<file path="src/rtl/vending_pkg.sv">
// rtl/vending_pkg.sv - shared coin denomination table and FSM encoding
package vending_pkg;

  localparam int NUM_COINS = 5;

  localparam logic [2:0] COIN_100 = 3'd0;
  localparam logic [2:0] COIN_25  = 3'd1;
  localparam logic [2:0] COIN_10  = 3'd2;
  localparam logic [2:0] COIN_5   = 3'd3;
  localparam logic [2:0] COIN_1   = 3'd4;

  localparam logic [12:0] COIN_VAL [0:NUM_COINS-1] = '{13'd100, 13'd25, 13'd10, 13'd5, 13'd1};

  localparam logic [1:0] ST_IDLE     = 2'd0;
  localparam logic [1:0] ST_SELECT   = 2'd1;
  localparam logic [1:0] ST_DISPENSE = 2'd2;
  localparam logic [1:0] ST_DONE     = 2'd3;

  function automatic logic [12:0] coin_value(input logic [2:0] sel);
    logic [12:0] v;
    case (sel)
      COIN_100: v = COIN_VAL[0];
      COIN_25:  v = COIN_VAL[1];
      COIN_10:  v = COIN_VAL[2];
      COIN_5:   v = COIN_VAL[3];
      COIN_1:   v = COIN_VAL[4];
      default:  v = 13'd0;
    endcase
    return v;
  endfunction

endpackage

</file>
<file path="src/rtl/coin_select.sv">
// rtl/coin_select.sv - greedy picker: largest non-empty coin not exceeding remaining
module coin_select
  import vending_pkg::*;
#(
  parameter int WIDTH = 13
) (
  input  logic [WIDTH-1:0]     remaining,
  input  logic [NUM_COINS-1:0] coin_empty,
  output logic [2:0]           sel,
  output logic                 found
);

  // Scan from the smallest coin up so the largest qualifying one wins.
  always_comb begin
    sel   = 3'd0;
    found = 1'b0;
    for (int k = NUM_COINS - 1; k >= 0; k--) begin
      if (!coin_empty[k] && (WIDTH'(COIN_VAL[k]) <= remaining)) begin
        sel   = 3'(k);
        found = 1'b1;
      end
    end
  end

endmodule

</file>
<file path="src/rtl/refund_dispenser.sv">
// rtl/refund_dispenser.sv - pays a refund out one coin per hopper handshake
module refund_dispenser
  import vending_pkg::*;
#(
  parameter int WIDTH      = 13,
  parameter int MAX_REFUND = 4095
) (
  input  logic             clk,
  input  logic             rst_n,
  input  logic             start,
  input  logic [WIDTH-1:0] amount,
  input  logic [4:0]       coin_empty,
  input  logic             coin_ready,
  output logic             coin_valid,
  output logic [2:0]       coin_sel,
  output logic             busy,
  output logic             done,
  output logic             err,
  output logic [WIDTH-1:0] remaining,
  output logic [WIDTH-1:0] coin_cnt
);

  logic [1:0]       state_q, state_d;
  logic [WIDTH-1:0] rem_q, rem_d;
  logic [WIDTH-1:0] cnt_q, cnt_d;
  logic [2:0]       sel_q, sel_d;
  logic             err_q, err_d;
  logic [2:0]       pick_sel;
  logic             pick_found;

  coin_select #(.WIDTH(WIDTH)) u_coin_select (
    .remaining  (rem_q),
    .coin_empty (coin_empty),
    .sel        (pick_sel),
    .found      (pick_found)
  );

  always_comb begin
    state_d = state_q;
    rem_d   = rem_q;
    cnt_d   = cnt_q;
    sel_d   = sel_q;
    err_d   = err_q;
    case (state_q)
      ST_IDLE: begin
        if (start) begin
          rem_d = amount;
          cnt_d = '0;
          // Amounts above the limit are a wrapped negative money-minus-price.
          if (amount > WIDTH'(MAX_REFUND)) begin
            err_d   = 1'b1;
            state_d = ST_DONE;
          end else begin
            err_d   = 1'b0;
            state_d = ST_SELECT;
          end
        end
      end
      ST_SELECT: begin
        if (rem_q == '0) begin
          err_d   = 1'b0;
          state_d = ST_DONE;
        end else if (pick_found) begin
          sel_d   = pick_sel;
          state_d = ST_DISPENSE;
        end else begin
          err_d   = 1'b1;
          state_d = ST_DONE;
        end
      end
      ST_DISPENSE: begin
        if (coin_ready) begin
          rem_d   = rem_q - WIDTH'(coin_value(sel_q));
          cnt_d   = cnt_q + WIDTH'(1);
          state_d = ST_SELECT;
        end
      end
      default: state_d = ST_IDLE;
    endcase
  end

  always_ff @(posedge clk) begin
    if (!rst_n) begin
      state_q <= ST_IDLE;
      rem_q   <= '0;
      cnt_q   <= '0;
      sel_q   <= 3'd0;
      err_q   <= 1'b0;
    end else begin
      state_q <= state_d;
      rem_q   <= rem_d;
      cnt_q   <= cnt_d;
      sel_q   <= sel_d;
      err_q   <= err_d;
    end
  end

  assign coin_valid = (state_q == ST_DISPENSE);
  assign busy       = (state_q != ST_IDLE);
  assign done       = (state_q == ST_DONE);
  assign coin_sel   = sel_q;
  assign err        = err_q;
  assign remaining  = rem_q;
  assign coin_cnt   = cnt_q;

endmodule

</file>
<file path="config.mk">
export PLATFORM = sky130hd
export DESIGN_NAME = refund_dispenser
export DESIGN_NICKNAME = d
export VERILOG_FILES = /design/src/rtl/vending_pkg.sv /design/src/rtl/coin_select.sv /design/src/rtl/refund_dispenser.sv
export SDC_FILE = /design/constraint.sdc
export NUM_CORES = 1
export LEC_CHECK = 0
export CORE_MARGIN = 4
export CORE_UTILIZATION = 50
export DETAILED_ROUTE_END_ITERATION = 8
export DONT_BUFFER_PORTS = 1
export GPL_TIMING_DRIVEN = 0
export PLACE_DENSITY = 0.75
export SKIP_CTS_REPAIR_TIMING = 1
export SYNTH_ARGS = -nofsm -noshare
export SYNTH_HDL_FRONTEND = slang
export SYNTH_SLANG_ARGS = --single-unit
</file>
<file path="constraint.sdc">
create_clock -name clk -period 3.6 [get_ports clk]
set_clock_uncertainty 0.15 [all_clocks]
set_input_delay 0.54 -clock clk [delete_from_list [all_inputs] [get_ports clk]]
set_output_delay 0.54 -clock clk [all_outputs]
set_load 0.02 [all_outputs]
</file>
==> impl_metrics.json, run 1 <==
{
  "synth-xor-area-share_pct": 5.04,
  "worstSetupPathType": "flop to flop",
  "drive_above_1_share_pct": 7.95,
  "reg2reg_depth": 8,
  "rr_startpoint": "coin_sel[1]",
  "worst_slew_pin_slew_ns": 0.690,
  "viasPerCell": 6.12,
  "synth_simple_gate_area_share_pct": 25.4,
  "drt-wirelength-per-cell_um": 17.4,
  "cp-end-kind": "flop",
  "cts-buffers-inserted": 5,
  "clock_latency_ns": 0.29,
  "grt_max_degree": 11,
  "synthAdderAreaFrac_pct": 5.76,
  "synth-seq-cells": 32,
  "die_h_um": 72.6,
  "avgSynthCellArea_sq_um": 8.15,
  "io_pins": 55,
  "track_usage_pct": 21.7,
  "tritoncts": "built",
  "synthArstFlopShare_pct": 0,
  "cts-root-buf": "clkbuf_8",
  "status": "finished clean",
  "yosys_warnings": 0,
  "synth_top_family_by_area": "compound AO/OA/AOI/OAI gates",
  "fin_tns_setup_ns": 0,
  "r2r_end": "remaining[12]",
  "die_area_sq_mm": 0.00527,
  "cts_buffer_depth": 2,
  "place_congestion": 0.856,
  "p_per_area_mw_per_mm2": 531,
  "critPathLaunch": "coin_sel[1]",
  "grt_pass1_wl_um": 8980,
  "std_cell_rows": 23,
  "ant_nets": 0,
  "slew_viol_final": 0,
  "crit_path_end": "remaining[12]",
  "cp-start-kind": "flop",
  "post-route-period-util_pct": 84.8,
  "first_iter_violations": 144,
  "initial_utilization_pct": 51.8,
  "most-common-layout-cells": "dfxtp_1 (32), nor2_1 (29), nand2_1 (21)",
  "syn_area_sq_mm": 0.00209,
  "diodes": 0,
  "slew-limit-headroom_pct": 54.0,
  "hold-worst-slack_ns": 0.239,
  "setup_viol": 0,
  "final_common_cell": "dfxtp_1",
  "rsz0062_at_grt": "false",
  "hold_path.class": "input pin to flop",
  "cp_data_required_time_ns": 3.66,
  "clkTransAtPathRegs_ns": 0.07,
  "wl_um": 5470,
  "grt_pass1_vias": 1830,
  "synth_ff_type": "dfxtp_1",
  "dpl.hpwl_um": 4070,
  "period_needed_ns": 3.05,
  "synth_compound_area_share_pct": 25.9,
  "fmax_mhz": 327,
  "fp.coreArea_sq_mm": 0.00403,
  "maxCapViolCount": 0,
  "syn-num-nets": 287,
  "clock-sinks": 32,
  "overflow": 0,
  "syn2layout_area_growth_pct": 8.16,
  "r2r_slack_ns": 0.55,
  "finalNetCount": 294,
  "io_buffers": 0,
  "netlist_instances": 256,
  "fillCellCount": 403,
  "cp.arrival_ns": 3.11,
  "dr.pass1.iters": 4,
  "yosysUniqueCellTypes": 65,
  "hold_viol": 0,
  "synth_mux_area_share_pct": 1.98,
  "die_w_um": 72.6,
  "path_max_fanout": 7,
  "seq_area_frac_synth_pct": 30.7,
  "drt_drc_violations_left": 0,
  "htree_levels": 2,
  "vias": 1923,
  "leakage_nw": 0.847,
  "synth_edf_count": 0,
  "antenna_found_initial": 0,
  "ir_worst_vdd_mv": 0.233
}
==> report_power, final <==
group | switching (mW) | leakage, nW | internal, mW
Combinational | 0.220 | 0.530 | 0.162
Clock | 0.143 | 0.0552 | 0.205
Sequential | 0.0835 | 0.262 | 0.384
==> registers in the layout, indices dropped and copies added (netlist names) <==
name,flops
coin_cnt,13
state_q,2
coin_sel,3
err,1
remaining,13
==> worst min-delay path by stage <==
stage	cells past startpoint	endpoint	startpoint
final	2	remaining[7]	rst_n
after global routing	2	remaining[7]	rst_n
after CTS	2	remaining[7]	rst_n
after detailed placement	2	err	err
after global placement	2	err	err
after floorplan	2	err	err
==> through the flow <==
stage               instance area (sq um)  cells  setup slack [ns]  utilization, %  power (mW)
floorplan                            2090    256             0.850               -       0.771
global placement                     2150    306             0.615            53.3       0.844
detailed placement                   2150    306             0.591            53.3       0.852
CTS                                  2260    314             0.560            56.0        1.20
global route                         2260    314             0.344            56.0        1.27
finish                               2260    314             0.546            56.0        1.20
==> critical path, cell delays in order, from the launching register on <==
cell and delay (ns):
dfxtp_1 0.56, nor3b_1 0.45, fa_1 0.32, nor2b_4 0.06
o21a_1 0.18, o21a_2 0.22, o41a_1 0.46, o41a_1 0.36
a211oi_2 0.21
==> area by class of cell <==
type                       count  area, sq um  area share [%]
sequential                    32          641            28.4
inverter                      12         45.0            2.00
buffer                        13         62.6            2.77
tap                           50         62.6            2.77
multi-input combinational    199         1340            59.3
clock inverter                 2         35.0            1.55
clock buffer                   6         72.6            3.22
==> cell usage after synthesis, drive strengths merged (6+ instances only) <==
master	number	area (sq um)
dfxtp	32	641
nand2	21	78.8
xor2	8	70.1
o21ai	10	50.0
o211ai	6	45.0
a21oi	12	60.1
or3	7	48.8
nand3	10	50.1
nor2	29	109
clkbuf	9	33.8
nor3	9	61.3
ha	8	100
inv	12	45.0
==> cells by family after synthesis <==
group	after synthesis
flops	32
xor+xnor	12
simple gates	102
compound gates	72
mux	4
buf+inv	25
fa+ha+maj	9
==> layer usage <==
layer / vias up / share of wire [%] / track usage, %
met4: 0 / 1.5 / 7.38
met1: 888 / 44 / 27.4
met5: - / 0 / 0
met3: 8 / 9.7 / 6.61
met2: 65 / 45 / 35.0
li1: 962 / - / -
Note: power is estimated with default switching activity, not from simulation.
==> inputs of run 2 (changes only) <==
--- a/config.mk
+++ b/config.mk
@@ -10,7 +10,7 @@
 export DETAILED_ROUTE_END_ITERATION = 8
 export DONT_BUFFER_PORTS = 1
 export GPL_TIMING_DRIVEN = 0
-export PLACE_DENSITY = 0.75
+export PLACE_DENSITY = 0.78
 export SKIP_CTS_REPAIR_TIMING = 1
 export SYNTH_ARGS = -nofsm -noshare
 export SYNTH_HDL_FRONTEND = slang
==> constraint.sdc (replaced) <==
create_clock -name clk -period 2.5 [get_ports clk]
set_clock_uncertainty 0.15 [all_clocks]
set_input_delay 0.375 -clock clk [delete_from_list [all_inputs] [get_ports clk]]
set_output_delay 0.375 -clock clk [all_outputs]
set_load 0.02 [all_outputs]
==> run 2 against run 1 <==
Against the previous run:
- the run now ends with negative setup slack left
- global-route usage is 0.68 points lower
- via count is 4.2% higher
- largest cell class unchanged
- highest routed layer unchanged
- non-clock buffer count is 6 higher
==> impl_metrics.json, run 2 (synthesis gave the netlist of run 1 again) <==
{
  "first_iter_violations": 121,
  "slew-limit-headroom_pct": 61.3,
  "finalNetCount": 300,
  "die_area_sq_mm": 0.00527,
  "rr_startpoint": "coin_sel[0]",
  "post-route-period-util_pct": 109,
  "wl_met2_um": 2580,
  "fin_util_pct": 59.5,
  "worst_slew_pin_slew_ns": 0.581,
  "drt_drc_violations_left": 0,
  "antenna_found_initial": 0,
  "hold_path.class": "input pin to flop",
  "clock-sinks": 32,
  "maxCapViolCount": 0,
  "fillCellCount": 367,
  "viasPerCell": 6.26,
  "cts_buffer_depth": 2,
  "worstSetupPathType": "flop to flop",
  "period_needed_ns": 2.73,
  "status": "complete, but fails checks",
  "hold_viol": 0,
  "track_usage_pct": 21.0,
  "hold_start": "rst_n",
  "r2r_slack_ns": -0.23,
  "final_common_cell": "dfxtp_1",
  "slew_viol_final": 0,
  "vias": 2003,
  "seqPwrFrac_pct": 36.9,
  "critPathLaunch": "coin_sel[0]",
  "cts-buffers-inserted": 5,
  "fmax_mhz": 367,
  "dr.pass1.iters": 4,
  "cp-start-kind": "flop",
  "die_h_um": 72.6,
  "cp-end-kind": "flop",
  "p_per_area_mw_per_mm2": 764,
  "io_pins": 55,
  "most-common-layout-cells": "dfxtp_1 (29), nor2_1 (28), nand2_1 (21)",
  "p_comb_share_pct": 35.5,
  "fp.coreArea_sq_mm": 0.00403,
  "p_int_mw": 1.14,
  "route.met3.wl_um": 587,
  "pre_cts_ws_ns": -0.158,
  "std_cell_rows": 23,
  "io_buffers": 0,
  "cp_data_required_time_ns": 2.56,
  "clock_latency_ns": 0.29,
  "leakage_nw": 0.890,
  "dpl.hpwl_um": 4040,
  "p_switching_uw": 690,
  "ir_worst_vdd_mv": 0.372,
  "grt_pass1_wl_um": 8740,
  "path_max_fanout": 7,
  "setup_viol": 3,
  "syn2layout_area_growth_pct": 14.9,
  "diodes": 0,
  "setup_ws_ns": -0.226,
  "routedLengthMet1_um": 2480,
  "violations": "negative setup slack",
  "cp.arrival_ns": 2.79,
  "top_layer": "met4",
  "initial_utilization_pct": 51.8,
  "grt_max_degree": 12,
  "die_w_um": 72.6,
  "htree_levels": 2,
  "grt_pass1_vias": 1814,
  "tritoncts": "built",
  "wl_um": 5700,
  "clock_power_share_pct": 27.6,
  "drive_above_1_share_pct": 15.9,
  "swShare_pct": 37.7,
  "clkTransAtPathRegs_ns": 0.07,
  "cts-root-buf": "clkbuf_8",
  "totalPowerFinal_mw": 1.83,
  "overflow": 0,
  "place_congestion": 0.829,
  "ant_nets": 0,
  "rsz0062_at_grt": "true",
  "drt-wirelength-per-cell_um": 17.8
}
run 2: area by class of cell:
cell class	count	area [sq um]	share of cell area, %
Buffer	13	63.8	2.66
Inverter	12	45.0	1.88
Clock inverter	3	41.3	1.72
Clock buffer	5	68.8	2.87
Multi-Input combinational cell	199	1420	59.3
Timing Repair Buffer	6	41.3	1.72
Sequential cell	32	652	27.2
Tap cell	50	62.6	2.61
run 2: critical path: stages (launching register included):
cell	delay [ns]
dfxtp_4	0.40
clkbuf_1	0.14
or3_4	0.41
ha_2	0.22
or3_1	0.34
o41a_1	0.45
o41a_1	0.35
a211oi_2	0.18
run 2: path summary, 6_finish.rpt:
check | depth (start not counted) | end
setup / recovery | 7 | remaining[12]
hold / removal | 2 | remaining[7]
setup reg to reg | 7 | remaining[12]
hold reg to reg | 2 | coin_sel[1]
run 2: per-stage QoR:
stage	TNS, ns	cell area [sq um]	std cells	hold WS, ns
finish	-0.516	2400	320	0.0856
global route	-1.06	2400	320	0.0873
CTS	-0.591	2290	314	0.0852
detailed placement	-0.417	2180	306	0.383
global placement	-0.410	2180	306	0.381
floorplan	0	2120	256	0.357
run 2: metal layers:
metal  vias to the layer above  track usage [%]
met5                         -                0
met2                        79             31.5
met3                         6             9.37
met1                       948             27.4
met4                         0             5.53
li1                        970                -
run 2: power groups by stage:
stage | Combinational [mW] | Sequential [mW] | Clock [mW]
finish | 0.650 | 0.676 | 0.505
global placement | 0.540 | 0.684 | 0
floorplan | 0.455 | 0.663 | 0
global route | 0.710 | 0.685 | 0.539
CTS | 0.554 | 0.674 | 0.513
detailed placement | 0.548 | 0.686 | 0
==> inputs of run 3 (changes only) <==
--- a/config.mk
+++ b/config.mk
@@ -7,10 +7,12 @@
 export LEC_CHECK = 0
 export CORE_MARGIN = 4
 export CORE_UTILIZATION = 50
+export CTS_CLUSTER_DIAMETER = 100
 export DETAILED_ROUTE_END_ITERATION = 8
 export DONT_BUFFER_PORTS = 1
 export GPL_TIMING_DRIVEN = 0
 export PLACE_DENSITY = 0.78
+export REMOVE_ABC_BUFFERS = 1
 export SKIP_CTS_REPAIR_TIMING = 1
 export SYNTH_ARGS = -nofsm -noshare
 export SYNTH_HDL_FRONTEND = slang
==> run 3 against run 2 <==
Against the previous run:
- the flow still finishes with violations (negative setup slack)
- final area is essentially flat
- non-clock buffer count is 12 lower
- register-to-register slack is essentially flat
- fmax increased by 0.48%
- routed wire length down 3.2%
- sequential share of layout area is 0.090 points higher
- first-iteration DRC count fell by 13%
- sequential power is 4.9% higher
- die area unchanged
- critical path depth increased by 2
- largest power group unchanged
==> impl_metrics.json, run 3 (synthesis gave the netlist of run 1 again) <==
{
  "rsz0062_at_grt": "true",
  "hold_path.class": "input pin to flop",
  "io_pins": 55,
  "fillCellCount": 355,
  "track_usage_pct": 20.1,
  "period_needed_ns": 2.71,
  "reg2reg_depth": 9,
  "place_congestion": 0.840,
  "dr.pass1.iters": 4,
  "hold_start": "coin_ready",
  "cp.arrival_ns": 2.78,
  "place_inst": 293,
  "setup_ws_ns": -0.213,
  "setup_viol": 6,
  "path_max_fanout": 7,
  "cts-buffers-inserted": 5,
  "r2r_end": "remaining[12]",
  "worst_path_most_repeated_cell": "o41a_1",
  "whs_endpoint": "remaining[5]",
  "fp.coreArea_sq_mm": 0.00403,
  "first_iter_violations": 105,
  "finalNetCount": 289,
  "drt_drc_violations_left": 0,
  "wl_um": 5520,
  "slew-limit-headroom_pct": 52.9,
  "std_cell_rows": 23,
  "maxCapViolCount": 0,
  "worstSetupPathType": "flop to flop",
  "die_h_um": 72.6,
  "antenna_found_initial": 0,
  "tritoncts": "built",
  "diodes": 0,
  "slowest_stage": "dfxtp_4",
  "clock-sinks": 32,
  "cp-start-kind": "flop",
  "htree_levels": 2,
  "worst_slew_pin_slew_ns": 0.705,
  "die_w_um": 72.6,
  "viasPerCell": 6.42,
  "ant_nets": 0,
  "drive_above_1_share_pct": 18.1,
  "clkTransAtPathRegs_ns": 0.07,
  "p_per_area_mw_per_mm2": 746,
  "grt_max_degree": 25,
  "pre_cts_ws_ns": -0.475,
  "rr_startpoint": "coin_sel[0]",
  "die_area_sq_mm": 0.00527,
  "clock_latency_ns": 0.29,
  "violations": "negative setup slack",
  "hold-worst-slack_ns": 0.0313,
  "overflow": 0,
  "cts-root-buf": "clkbuf_8",
  "grt_pass1_wl_um": 8440,
  "drt-wirelength-per-cell_um": 17.9,
  "critical_path.max_stage_delay_ns": 0.44,
  "vias": 1984,
  "fmax_mhz": 369,
  "r2r_slack_ns": -0.21,
  "cts_buffer_depth": 2,
  "io_buffers": 0,
  "path_cells": "and2_1 > o21bai_1 > ha_1 > nor2b_4 > o21a_1 > o21a_2 > o41a_1 > o41a_1 > a211oi_2",
  "cp_data_required_time_ns": 2.57,
  "fin_cells": 309,
  "leakage_nw": 0.887,
  "syn2layout_area_growth_pct": 14.9,
  "critPathLaunch": "coin_sel[0]",
  "cp-end-kind": "flop",
  "hold_viol": 0,
  "most-common-layout-cells": "nor2_1 (27), dfxtp_1 (27), nand2_1 (20)",
  "dpl.hpwl_um": 3640,
  "hold_depth": 1,
  "slew_viol_final": 0,
  "post-route-period-util_pct": 109,
  "status": "complete, but fails checks",
  "grt_pass1_vias": 1808,
  "initial_utilization_pct": 51.8,
  "ir_worst_vdd_mv": 0.644
}
run 3: worst max-delay path by stage:
stage	depth (start not counted)	slack, ns	endpoint
after detailed placement	8	-0.47	remaining[12]
after floorplan	8	-0.25	remaining[12]
final	9	-0.21	remaining[12]
after CTS	8	-0.51	remaining[12]
after global placement	8	-0.49	remaining[12]
after global routing	9	-0.29	remaining[12]
run 3: report_power, final:
group | switching (mW) | internal (mW)
clock | 0.203 | 0.296
sequential | 0.154 | 0.555
combinational | 0.313 | 0.268
total | 0.670 | 1.12
run 3: final cells by class:
| class | instances | area (sq um) | area share (%) |
|---|---|---|---|
| clock inverters | 2 | 35.0 | 1.46 |
| inverters | 12 | 51.3 | 2.14 |
| clock buffers | 6 | 72.6 | 3.03 |
| well taps | 50 | 62.6 | 2.61 |
| repair buffers | 7 | 61.3 | 2.56 |
| multi-input cells | 199 | 1450 | 60.6 |
| flip-flops and latches | 32 | 654 | 27.3 |
| repair inverters | 1 | 7.51 | 0.313 |
run 3: metrics by stage:
step,util [%],setup TNS (ns),instance area [sq um],total power [mW]
after global placement,51.8,-2.21,2090,1.18
after floorplan,-,-0.548,2020,1.09
after detailed placement,51.8,-2.43,2090,1.19
final,59.5,-0.712,2400,1.79
after global routing,59.5,-1.83,2400,1.89
after CTS,54.4,-2.69,2190,1.69
run 3: critical path, delay by kind of cell, from the launching register on:
kind	cells	cell delay, ns
flip-flops	1	0.44
AO/OA/AOI/OAI	6	1.42
AND/OR/NAND/NOR	2	0.30
adder cells (fa/ha/maj)	1	0.33
run 3: layer usage:
metal  share of wire [%]  vias to the layer above  GRT usage (%)
li1                    -                      952              -
met1                  41                      943           25.0
met2                  48                       79           30.9
met3                 9.6                       10           8.40
met4                 1.9                        0           7.99
met5                   0                        -              0
